[src/rtl/viterbi_pkg.sv]
// Shared constants and helpers for the Viterbi survivor-memory bank scheduler.
// Contents:
//   NBANK, DEPTH, AW  - bank count, words per bank, bank address width
//   role_e            - role a bank plays within the current rotation
//   role_of()         - role of bank b when the write pointer is w
//   next_bank()       - modulo-NBANK increment of a bank index
package viterbi_pkg;

  localparam int NBANK = 6;
  localparam int DEPTH = 21;
  localparam int AW    = 5;

  typedef enum logic [2:0] {
    ROLE_WR  = 3'd0,
    ROLE_TB1 = 3'd1,
    ROLE_TB2 = 3'd2,
    ROLE_TB3 = 3'd3,
    ROLE_TB4 = 3'd4,
    ROLE_DEC = 3'd5
  } role_e;

  // (w - b) mod 6. The +6 keeps the subtraction non-negative in 4 bits.
  function automatic role_e role_of(input logic [2:0] w, input logic [2:0] b);
    logic [3:0] d;
    d = 4'(w) + 4'd6 - 4'(b);
    if (d >= 4'd6) d = d - 4'd6;
    return role_e'(d[2:0]);
  endfunction

  function automatic logic [2:0] next_bank(input logic [2:0] b);
    return (b == 3'(NBANK - 1)) ? 3'd0 : b + 3'd1;
  endfunction

endpackage

[src/rtl/bank_rotator.sv]
// Counter set that drives the bank rotation.
// Ports:
//   clk, reset (async, active-high), flush (sync clear)
//   adv   - one survivor word accepted this cycle
//   ph    - in-epoch word index, 0..DEPTH-1
//   w     - current write bank, 0..NBANK-1
//   fill  - completed epochs, saturating at NBANK-1
// All outputs are the values in force for the word being accepted now;
// the advanced values appear on the next clock.
module bank_rotator
  import viterbi_pkg::*;
#(
  parameter int DEPTH = viterbi_pkg::DEPTH
) (
  input  logic          clk,
  input  logic          reset,
  input  logic          flush,
  input  logic          adv,
  output logic [AW-1:0] ph,
  output logic [2:0]    w,
  output logic [2:0]    fill
);

  localparam logic [AW-1:0] PH_LAST   = AW'(DEPTH - 1);
  localparam logic [2:0]    FILL_MAX  = 3'(NBANK - 1);

  logic [AW-1:0] ph_q, ph_d;
  logic [2:0]    w_q, w_d;
  logic [2:0]    fill_q, fill_d;

  always_comb begin
    ph_d   = ph_q;
    w_d    = w_q;
    fill_d = fill_q;
    if (flush) begin
      ph_d   = '0;
      w_d    = '0;
      fill_d = '0;
    end else if (adv) begin
      if (ph_q == PH_LAST) begin
        // Epoch boundary: the rotation moves to the next bank and one more
        // bank now holds a complete epoch of survivors.
        ph_d   = '0;
        w_d    = next_bank(w_q);
        fill_d = (fill_q == FILL_MAX) ? FILL_MAX : fill_q + 3'd1;
      end else begin
        ph_d = ph_q + AW'(1);
      end
    end
  end

  always_ff @(posedge clk or posedge reset) begin
    if (reset) begin
      ph_q   <= '0;
      w_q    <= '0;
      fill_q <= '0;
    end else begin
      ph_q   <= ph_d;
      w_q    <= w_d;
      fill_q <= fill_d;
    end
  end

  assign ph   = ph_q;
  assign w    = w_q;
  assign fill = fill_q;

endmodule

[src/rtl/sm_bank_scheduler.sv]
// Survivor-memory bank scheduler for a Viterbi decoder.
// Six single-port banks rotate through the roles write / traceback 1..4 /
// decode. Each accepted survivor word issues, one cycle later, a write to the
// write bank and a read of every other bank that already holds data.
// Ports:
//   clk, reset (async, active-high), flush (sync return to reset state)
//   sel_valid, sel_in     - survivor word input
//   cs, we, addr          - per-bank strobes; bank b address at addr[5b+4:5b]
//   wdata                 - shared write data (0 when nothing is written)
//   wr_bank, dec_bank     - write and decode bank of the issued operation
//   role_valid            - bit k-1 set when role k holds written data
//   phase, epoch_start    - in-epoch index of the issued op, pulse at index 0
// Handshake: sel_valid has no back-pressure; a word is accepted in every
// cycle where sel_valid is high and flush is low, and its operation appears
// on the outputs exactly one cycle later. wr_bank/dec_bank/role_valid/phase
// describe the most recently issued operation and hold across idle cycles.
module sm_bank_scheduler
  import viterbi_pkg::*;
#(
  parameter int DW    = 64,
  parameter int DEPTH = viterbi_pkg::DEPTH
) (
  input  logic                clk,
  input  logic                reset,
  input  logic                flush,
  input  logic                sel_valid,
  input  logic [DW-1:0]       sel_in,
  output logic [NBANK-1:0]    cs,
  output logic [NBANK-1:0]    we,
  output logic [NBANK*AW-1:0] addr,
  output logic [DW-1:0]       wdata,
  output logic [2:0]          wr_bank,
  output logic [2:0]          dec_bank,
  output logic [NBANK-2:0]    role_valid,
  output logic [AW-1:0]       phase,
  output logic                epoch_start
);

  localparam logic [AW-1:0] PH_LAST = AW'(DEPTH - 1);

  logic [AW-1:0] ph;
  logic [2:0]    w;
  logic [2:0]    fill;

  bank_rotator #(.DEPTH(DEPTH)) u_rotator (
    .clk   (clk),
    .reset (reset),
    .flush (flush),
    .adv   (sel_valid),
    .ph    (ph),
    .w     (w),
    .fill  (fill)
  );

  logic [NBANK-1:0]    cs_q, cs_d;
  logic [NBANK-1:0]    we_q, we_d;
  logic [NBANK*AW-1:0] addr_q, addr_d;
  logic [DW-1:0]       wdata_q, wdata_d;
  logic [2:0]          wr_bank_q, wr_bank_d;
  logic [2:0]          dec_bank_q, dec_bank_d;
  logic [NBANK-2:0]    role_valid_q, role_valid_d;
  logic [AW-1:0]       phase_q, phase_d;
  logic                epoch_start_q, epoch_start_d;

  logic [NBANK-2:0]    rv_now;
  logic [2:0]          r;

  always_comb begin
    cs_d          = '0;
    we_d          = '0;
    addr_d        = '0;
    wdata_d       = '0;
    epoch_start_d = 1'b0;
    wr_bank_d     = wr_bank_q;
    dec_bank_d    = dec_bank_q;
    role_valid_d  = role_valid_q;
    phase_d       = phase_q;
    r             = '0;

    // Role k holds written data once k epochs have completed.
    for (int k = 1; k < NBANK; k++) begin
      rv_now[k-1] = (fill >= 3'(k));
    end

    if (flush) begin
      wr_bank_d    = '0;
      dec_bank_d   = 3'd1;
      role_valid_d = '0;
      phase_d      = '0;
    end else if (sel_valid) begin
      for (int b = 0; b < NBANK; b++) begin
        r = role_of(w, 3'(b));
        if (r == ROLE_WR) begin
          cs_d[b]            = 1'b1;
          we_d[b]            = 1'b1;
          addr_d[AW*b +: AW] = ph;
        end else if (rv_now[r - 3'd1]) begin
          // Reads walk the bank backwards so traceback starts at the newest word.
          cs_d[b]            = 1'b1;
          addr_d[AW*b +: AW] = PH_LAST - ph;
        end
      end
      wdata_d       = sel_in;
      wr_bank_d     = w;
      dec_bank_d    = next_bank(w);
      role_valid_d  = rv_now;
      phase_d       = ph;
      epoch_start_d = (ph == '0);
    end
  end

  always_ff @(posedge clk or posedge reset) begin
    if (reset) begin
      cs_q          <= '0;
      we_q          <= '0;
      addr_q        <= '0;
      wdata_q       <= '0;
      wr_bank_q     <= '0;
      dec_bank_q    <= 3'd1;
      role_valid_q  <= '0;
      phase_q       <= '0;
      epoch_start_q <= 1'b0;
    end else begin
      cs_q          <= cs_d;
      we_q          <= we_d;
      addr_q        <= addr_d;
      wdata_q       <= wdata_d;
      wr_bank_q     <= wr_bank_d;
      dec_bank_q    <= dec_bank_d;
      role_valid_q  <= role_valid_d;
      phase_q       <= phase_d;
      epoch_start_q <= epoch_start_d;
    end
  end

  assign cs          = cs_q;
  assign we          = we_q;
  assign addr        = addr_q;
  assign wdata       = wdata_q;
  assign wr_bank     = wr_bank_q;
  assign dec_bank    = dec_bank_q;
  assign role_valid  = role_valid_q;
  assign phase       = phase_q;
  assign epoch_start = epoch_start_q;

endmodule
[config.mk]
export PLATFORM = sky130hd
export DESIGN_NAME = sm_bank_scheduler
export DESIGN_NICKNAME = d
export VERILOG_FILES = /design/src/rtl/viterbi_pkg.sv /design/src/rtl/bank_rotator.sv /design/src/rtl/sm_bank_scheduler.sv
export SDC_FILE = /design/constraint.sdc
export NUM_CORES = 1
export LEC_CHECK = 0
export ABC_CLOCK_PERIOD_IN_PS = 4300
export CORE_MARGIN = 5
export CORE_UTILIZATION = 42
export CTS_BUF_LIST = sky130_fd_sc_hd__clkbuf_16
export DETAILED_ROUTE_END_ITERATION = 12
export MAX_ROUTING_LAYER = met4
export PLACE_DENSITY = 0.77
export SETUP_SLACK_MARGIN = 0.4
export SLEW_MARGIN = 0
export SYNTH_ARGS = -nofsm -noshare
export SYNTH_HDL_FRONTEND = slang
export SYNTH_SLANG_ARGS = --single-unit
[constraint.sdc]
create_clock -name clk -period 4.3 [get_ports clk]
set_input_delay 0.645 -clock clk [delete_from_list [all_inputs] [get_ports clk]]
set_output_delay 0.645 -clock clk [all_outputs]
set_load 0.02 [all_outputs]
**Word level (Yosys, flattened, before mapping)**

Cells that the tools add are included.
Widths: inputs -> output; s select.

- Memories: 0
- Latch bits: 0
- Register bits: 134
- Memory bits (read-only): 0
- Bits in writable memories: 0
- Word-level logic and storage cells: 153

- Order comparisons: 17
- $add $sub $neg: 22
- $mul: 0
- Multiplexer cells: 89
- Divide/modulo/power cells: 0
- Shift-type cells: 0
- Bitwise logic cells: 0
- Reductions and logical operators: 10
- Equality and inequality tests: 3

Operators by type and width:

| operator | number |
|---|---|
| $mux 64 | 2 |
| $mux 5 | 19 |
| $mux 3 | 30 |
| $mux 30 | 2 |
| $mux 1 | 26 |
| $ge 4x3->1 const B | 6 |
| $lt 3x4->1 const B | 6 |
| $mux 6 | 4 |
| $bmux 1 s3 | 6 |
| $logic_not 3->1 | 6 |
| $sub 3x1->3 const B | 6 |
| $sub 3x3->3 const B | 6 |
| $sub 4x2->4 const B | 2 |
| $sub 4x3->4 const B | 2 |
| $add 3x1->3 const B | 2 |
| $eq 3x3->1 const B | 2 |
| $ge 3x2->1 const B | 2 |
| $ge 3x3->1 const B | 2 |
| $add 5x1->5 const B | 1 |
| $eq 5x5->1 const B | 1 |
| $logic_not 5->1 | 1 |
| $sub 5x5->5 const A | 1 |
| $add 3x3->4 const B | 1 |
| $reduce_bool 2->1 | 2 |
| other kinds (3) | 3 |

**Longest topological paths before layout**

Gate-level depths: netlist of the first run.

- Word-level depth: 13
- Gate-level depth with buffers: 16
- Mapped depth without buffers: 15

**Hierarchy**

A second synthesis of the first run with hierarchy kept.

- Cell total of the unflattened synthesis: 532
- Area, all modules: 5888.1 µm²

By module, submodules not included:

| module | area an instance (µm²) | times used | cells each |
|---|---|---|---|
| sm_bank_scheduler | 5310.1 | 1 | 469 |
| bank_rotator | 578.1 | 1 | 63 |

**Least setup slack after synthesis of the first run**

OpenSTA, ideal clock, no wires.

- Path kind: register -> register
- Start point: reg u_rotator.w_q[0] (netlist: u_rotator.w[0])
- End point: reg addr_q[16] (netlist: addr[16])
- Slack: 1291 ps
- Data required time: 4174 ps
- Cell stages (with the launch flop): 17
- Data arrival time: 2883 ps
- Path through: dfrtp_1 > buf_4 > inv_2 > ha_1 > clkbuf_1 > inv_1 > a31oi_1 > o22ai_1 > a21oi_1 > ha_1 > ha_1 > o21ai_1 > a21oi_1 > a21oi_1 > a21oi_1 > o21ai_2 > nor2_1

- Longest elaborated chain between the ends: 13
- Elaborated cells on any way between the ends: 15
- Classes of those cells: 4 x add/sub; 1 x order compare; 9 x mux; 1 x reduce/logical

RTL lines:

| item | line | text |
|---|---|---|
| start, declared | bank_rotator.sv:28 | `logic [2:0] w_q, w_d;` |
| start signal, assigned | bank_rotator.sv:59 | `w_q <= w_d;` |
| $add 3x3->4 (*) | viterbi_pkg.sv:25 | `d = 4'(w) + 4'd6 - 4'(b);` |
| $sub 4x2->4 (*) | viterbi_pkg.sv:25 |  |
| $ge 4x3->1 / $sub 3x3->3 (equally long branches) | viterbi_pkg.sv:26 | `if (d >= 4'd6) d = d - 4'd6;` |
| $mux 3 (*) | viterbi_pkg.sv:26 |  |
| $mux 3 (*) | sm_bank_scheduler.sv:90 | `end else if (sel_valid) begin` |
| $mux 3 (*) | sm_bank_scheduler.sv:85 | `if (flush) begin` |
| $sub 3x1->3 | sm_bank_scheduler.sv:97 | `end else if (rv_now[r - 3'd1]) begin` |
| $bmux 1 s3 | sm_bank_scheduler.sv:97 |  |
| $mux 1 (implied by the code) | sm_bank_scheduler.sv:97 |  |
| $mux 5 | sm_bank_scheduler.sv:97 |  |
| $mux 5 (*) | sm_bank_scheduler.sv:93 | `if (r == ROLE_WR) begin` |
| $mux 30 (*) | sm_bank_scheduler.sv:90 |  |
| $mux 30 (*) | sm_bank_scheduler.sv:85 |  |
| via addr_d[16] | sm_bank_scheduler.sv:57 | `logic [NBANK*AW-1:0] addr_q, addr_d;` |
| end signal, assigned | sm_bank_scheduler.sv:126 | `addr_q <= addr_d;` |
| end, declared | sm_bank_scheduler.sv:57 |  |

The timed path passes the listed nets; every way through them passes the cells marked *. The select of a mux whose other input is x is not followed.
A chain may end at the register's enable or synchronous reset.

**Worst setup path in the final report of the first run**

- Start point: reg u_rotator.w_q[1] (netlist: u_rotator.w[1])
- End point: reg addr_q[18] (netlist: addr[18])

The elaborated chain is that of the path after synthesis.

==> out/metrics.yaml, run 1 <==
yosysSeqAreaShare: 0.5758
synth.area.top_cells: "dfrtp_1 (57%), and2_1 (7.8%), ha_1 (5.8%)"
crit_top_cell: "a21oi_1"
fin_area_um2: 8458
grt-ovfl-total: 0
grt_max_degree: 135
cp.arrival_ns: 3.70
min_period_ns: 3.406
hold_class: "register to register"
synth_flop_cell: "dfrtp_1"
syn_inst: 534
crit_chain: "inv_1 > ha_1 > inv_1 > a31oi_1 > o22ai_1 > a21oi_1 > ha_1 > ha_1 > o21ai_1 > a21oi_1 > a21oi_1 > a21oi_1 > o21ai_2 > nor2_1"
cts_buffers: 17
hold_end: "phase[2]"
grt_setup_unrepaired: "no"
grt_first_pass_wirelength_um: 24770
clk_path_buf_depth: 2
num_vias: 4526
ant_nets: 0
maxCapViolCount: 0
clk_latency_ns: 0.42
synth_area_leader_cell: "dfrtp_1"
core_um2: 13720
syn_area_um2: 5826
hold-path-cell-count: 2
dpl.hpwl_um: 11250
die_h_um: 127.8
io_pins: 191
synth_most_common_cell: "dfrtp_1"
wl_per_cell_um: 17.26
fmax_ghz: 0.2936
postSynth.asyncResetShare: 1.000
clock-sinks: 134
synth_seq_cells: 134
gp_congestion: 0.8037
synth_edf_count: 0
portBuffers: 190
ys_types: 54
timing.setup.tns_ns: 0
r2r-start: "u_rotator.w[1]"
critPathRequiredTime_ns: 4.59
min-delay-start: "phase[2]"
initial_utilization: 0.4246
r2r_cells: 14
status: "finished clean"
nets: 812
synth_nets: 629
clk_pin_slew_worst_paths_ns: 0.06
vias_per_cell: 4.974
place_inst: 878
finalSetupViolCount: 0
r2r_setup_slack_ns: 0.89
root_buffer: "clkbuf_16"
first_global_vias: 4591
slowest_stage: "ha_1"
antenna_found_initial: 0
holdBufCountCts: 0
fin_skew_ns: 0.009119
layout.cells.non_filler: 910
ir_worst_vdd_v: 0.0002791
drt-total-wl_um: 15710
die_w_um: 127.8
drtIter0Drc: 254
synthTopCellsByCount: "dfrtp_1 (133), and2_1 (73), nor2_1 (60), a21oi_1 (37), ha_1 (27)"
yosysWarnings: 0
area_growth_pct: 45.19
timing.rr.end: "addr[18]"
n_antenna_cell: 0
slew_headroom: 0.5402
timing.final.hold_violations: 0
critical_path_buf_inv_count: 2
tightest_slew_ns: 0.6897
cp-end-kind: "register"
row_count: 43
path_class: "register to register"
start_kind: "register"
cts_setup_buffers: 0
cts_resized: 0
synth_top_area_share: 0.5713
placed_cell_area_um2: 7879
cts_tree: "built"
num-fill-cells: 1131
cpLargestDelayFamily: "compound AO/OA/AOI/OAI gates"
fin_crit_sh: 0.7920
drc: 0
die-area_um2: 16330
power.density_nw_per_um2: 427.0
final_max_slew_viol_count: 0
p_leak_uw: 0.003756
first_pass_iters: 5
critical_path.max_stage_delay_ns: 0.60
critPathMaxFanout: 13
h-tree-depth: 4
track_usage: 0.2006
drive_gt1_frac: 0.06849
avgSynthCellArea_um2: 10.91
[worst max-delay path by stage]
stage | from | end | depth (start not counted)
6_report | u_rotator.w[1] | addr[18] | 14
2_1_floorplan | u_rotator.w[0] | addr[16] | 16
4_1_cts | u_rotator.w[1] | addr[18] | 14
3_5_place_dp | u_rotator.w[1] | addr[15] | 14
3_3_place_gp | u_rotator.w[1] | addr[18] | 14
5_1_grt | u_rotator.w[1] | addr[27] | 14
[worst register-to-register path, cell delays in order, from the launching register on]
cell     delay (ns)
dfrtp_1        0.52
inv_1          0.24
ha_1           0.60
inv_1          0.22
a31oi_1        0.19
o22ai_1        0.10
a21oi_1        0.18
ha_1           0.17
ha_1           0.25
o21ai_1        0.13
a21oi_1        0.09
a21oi_1        0.13
a21oi_1        0.13
o21ai_2        0.25
nor2_1         0.09
[placed cells by master (no fill, tap or decap), types with 3 or more instances in the layout]
| master | count |
|---|---|
| nor2b_1 | 8 |
| ha_1 | 27 |
| o211ai_1 | 3 |
| dfrtp_1 | 133 |
| o21ai_0 | 12 |
| and2_1 | 73 |
| clkinvlp_4 | 5 |
| a31oi_1 | 6 |
| nand2b_1 | 4 |
| nor3_1 | 5 |
| o21ai_2 | 3 |
| mux2i_1 | 16 |
| nor3b_1 | 3 |
| clkdlybuf4s50_1 | 190 |
| a21oi_1 | 37 |
| buf_4 | 5 |
| inv_1 | 16 |
| nor2_1 | 60 |
| nand2_1 | 21 |
| nand3_1 | 8 |
| inv_6 | 3 |
| o22ai_1 | 3 |
| o31ai_1 | 3 |
| clkbuf_16 | 17 |
| xnor2_1 | 16 |
| o21ai_1 | 10 |
[logic make-up (layout without fill, tap and decap cells)]
| family | Yosys count | count (layout) | synth area share |
|---|---|---|---|
| flip-flops | 134 | 134 | 0.5758 |
| AO/OA/AOI/OAI | 94 | 94 | 0.09923 |
| XOR/XNOR | 20 | 20 | 0.03265 |
| buffers and inverters | 50 | 246 | 0.03608 |
| AND/OR/NAND/NOR | 193 | 193 | 0.1708 |
| multiplexers | 16 | 16 | 0.02749 |
| adder cells (fa/ha/maj) | 27 | 27 | 0.05799 |
[sequential cells by signal, indices dropped and copies added (netlist names), 5 cells and up]
signal and count:
we 6, phase 5, addr 30, role_valid 5, wdata 64, u_rotator.ph 5
cs 6
[area by class of cell]
class,instances,area (um^2),share of cell area
well taps,180,225.2,0.02663
clock inverters,15,153.9,0.01820
repair buffers,196,1959,0.2317
clock buffers,17,425.4,0.05030
multi-input cells,350,2268,0.2682
inverters,18,71.32,0.008432
flip-flops and latches,134,3354,0.3966
[report_power, final]
group	total, uW	switching (uW)	internal [uW]	leakage, uW
Clock	1420	564	856	0.000273
Combinational	816	458	359	0.00167
Sequential	1380	42.7	1330	0.00182
Total	3610	1060	2550	0.00376
[stage by stage]
stage / hold slack, ns / worst slack (ns) / power [uW] / util
floorplan: 0.4964 / 1.291 / 1898 / -
global placement: 0.5126 / 1.154 / 2199 / 0.5743
detailed placement: 0.5143 / 0.9706 / 2215 / 0.5743
CTS: 0.5344 / 0.9498 / 3657 / 0.6165
global route: 0.5600 / 0.6201 / 3788 / 0.6165
finish: 0.5280 / 0.8943 / 3612 / 0.6165
[routing by layer]
layer	routed length (um)	vias up	share of wire	GRT usage
met2	7624	177	0.49	0.3189
met1	6599	2193	0.42	0.2428
met5	0	-	0	-
met3	1119	21	0.071	0.05708
met4	365	0	0.023	0.07928
li1	-	2135	-	-
(Power assumes the default switching activity.)
==> inputs of run 2 (changes only) <==
--- a/config.mk
+++ b/config.mk
@@ -5,7 +5,7 @@
 export SDC_FILE = /design/constraint.sdc
 export NUM_CORES = 1
 export LEC_CHECK = 0
-export ABC_CLOCK_PERIOD_IN_PS = 4300
+export ABC_CLOCK_PERIOD_IN_PS = 3000
 export CORE_MARGIN = 5
 export CORE_UTILIZATION = 42
 export CTS_BUF_LIST = sky130_fd_sc_hd__clkbuf_16
==> constraint.sdc (replaced) <==
create_clock -name clk -period 3 [get_ports clk]
set_input_delay 0.45 -clock clk [delete_from_list [all_inputs] [get_ports clk]]
set_output_delay 0.45 -clock clk [all_outputs]
set_load 0.02 [all_outputs]
==> out/metrics.yaml, run 2 (same netlist as run 1, synthesis figures left out) <==
ir_worst_vdd_v: 0.0003267
holdWs_ns: 0.4239
core_um2: 13720
die_h_um: 127.8
status: "finished clean"
crit_start: "u_rotator.w[1]"
num-fill-cells: 1042
min_period_ns: 2.716
row_count: 43
drive_gt1_frac: 0.1434
slew_headroom: 0.5370
die-area_um2: 16330
area_growth_pct: 52.92
most-common-layout-cells: "clkdlybuf4s50_1 (190), dfrtp_1 (129), and2_1 (73)"
grt-ovfl-total: 0
path_class: "register to register"
clock-sinks: 134
wl_met3_um: 1221
root_buffer: "clkbuf_16"
highest-signal-layer: "met4"
place_inst: 881
met2_length_um: 8361
seqPwrFrac: 0.363
num_vias: 4666
timing.final.hold_violations: 0
vias_per_cell: 5.001
power.density_nw_per_um2: 612.0
layout_commonest_cell: "clkdlybuf4s50_1"
maxCapViolCount: 0
largest_register_ffs: 64
h-tree-depth: 4
clk_pin_slew_worst_paths_ns: 0.06
tightest_slew_ns: 0.6945
fin_skew_ns: 0.01067
drc: 0
first_global_vias: 4732
cp.arrival_ns: 3.00
clockPowerShare: 0.376
cp-end-kind: "register"
critPathRequiredTime_ns: 3.29
p_leak_uw: 0.003914
n_antenna_cell: 0
p_sw_uw: 1571
p_int_uw: 3881
ant_nets: 0
slowest_stage: "dfrtp_2"
fmax_ghz: 0.3682
layout.cells.non_filler: 933
critPathMaxFanout: 7
hold_class: "primary input to asynchronous set/reset pin"
die_w_um: 127.8
r2r-start: "u_rotator.w[1]"
wl_met1_um: 7004
final_max_slew_viol_count: 0
wl_per_cell_um: 18.20
nets: 836
dpl.hpwl_um: 12100
placed_cell_area_um2: 7990
finalSetupViolCount: 0
start_kind: "register"
antenna_found_initial: 0
track_usage: 0.2159
clk_path_buf_depth: 2
multi_input_comb_area_um2: 2467
cts_buffers: 17
drt-total-wl_um: 16980
grt_max_degree: 67
timing.setup.tns_ns: 0
cts_tree: "built"
p_sw_frac: 0.2882
portBuffers: 190
crit_chain: "clkinv_4 > ha_4 > buf_4 > xnor2_4 > nor2_1 > a21oi_1 > ha_1 > o22ai_2 > a2bb2oi_4 > nand3_1 > a32o_2 > a21oi_2 > nor3_1"
fin_area_um2: 8909
fin_crit_sh: 0.9052
io_pins: 191
seq_area_um2: 3359
critical_path.max_stage_delay_ns: 0.40
final_util: 0.6493
drtIter0Drc: 277
combPwrFrac: 0.261
clk_latency_ns: 0.42
gp_congestion: 0.8596
grt_setup_unrepaired: "yes"
holdBufCountCts: 0
first_pass_iters: 4
grt_first_pass_wirelength_um: 26170
initial_utilization: 0.4246
[run 2: path summary, 6_finish.rpt]
| kind | slack [ns] | endpoint | depth (start not counted) |
|---|---|---|---|
| setup / recovery | 0.28 | addr[5] | 13 |
| hold / removal | 0.42 | wdata[23] | 2 |
| setup reg to reg | 0.28 | addr[5] | 13 |
| hold reg to reg | 0.53 | phase[3] | 2 |
| max in group asynchronous | 1.88 | wdata[59] | 3 |
| min in group clk | 0.53 | phase[3] | 2 |
[run 2: what timing repair did]
item / CTS / global route
setup buffers: 13 / 8
endpoints found under the hold margin: 0 / 0
endpoints found under the setup margin: 18 / 35
cloned: 0 / 0
pin swaps: 8 / 28
gates resized for setup: 12 / 24
[run 2: layout make-up]
type | count | area share
clock buffers | 17 | 0.04775
clock inverters | 14 | 0.01840
well taps | 180 | 0.02528
flip-flops and latches | 134 | 0.3771
multi-input cells | 350 | 0.2770
repair buffers | 220 | 0.2448
inverters | 18 | 0.009691
[run 2: power groups by stage]
stage	Sequential [uW]	Combinational (uW)	Clock, uW
finish	1980	1420	2050
global route	1990	1540	2180
CTS	1980	1300	2080
detailed placement	2010	1210	0
global placement	2010	1200	0
floorplan	2110	659	0
[run 2: per-layer routing]
layer  vias up  global-route usage
met5         -                   -
met4         0             0.07740
met3        26             0.06208
met2       193              0.3475
met1      2266              0.2605
li1       2181                   -
[run 2: worst max-delay path: cells and delay by family, from the launching register on]
kind,cells,cell delay [ns]
and+or+nand+nor,3,0.23
DFF,1,0.40
buffers and inverters,2,0.26
xor gates and xnor gates,1,0.19
adders and majority gates,2,0.58
AOI/OAI and AO/OA,5,0.92
[run 2: through the flow]
stage / worst slack, ns / total power [uW]
floorplan: 0.3156 / 2767
CTS: 0.3328 / 5365
detailed placement: 0.09770 / 3226
finish: 0.2843 / 5452
global placement: 0.2380 / 3206
global route: 0.1609 / 5703
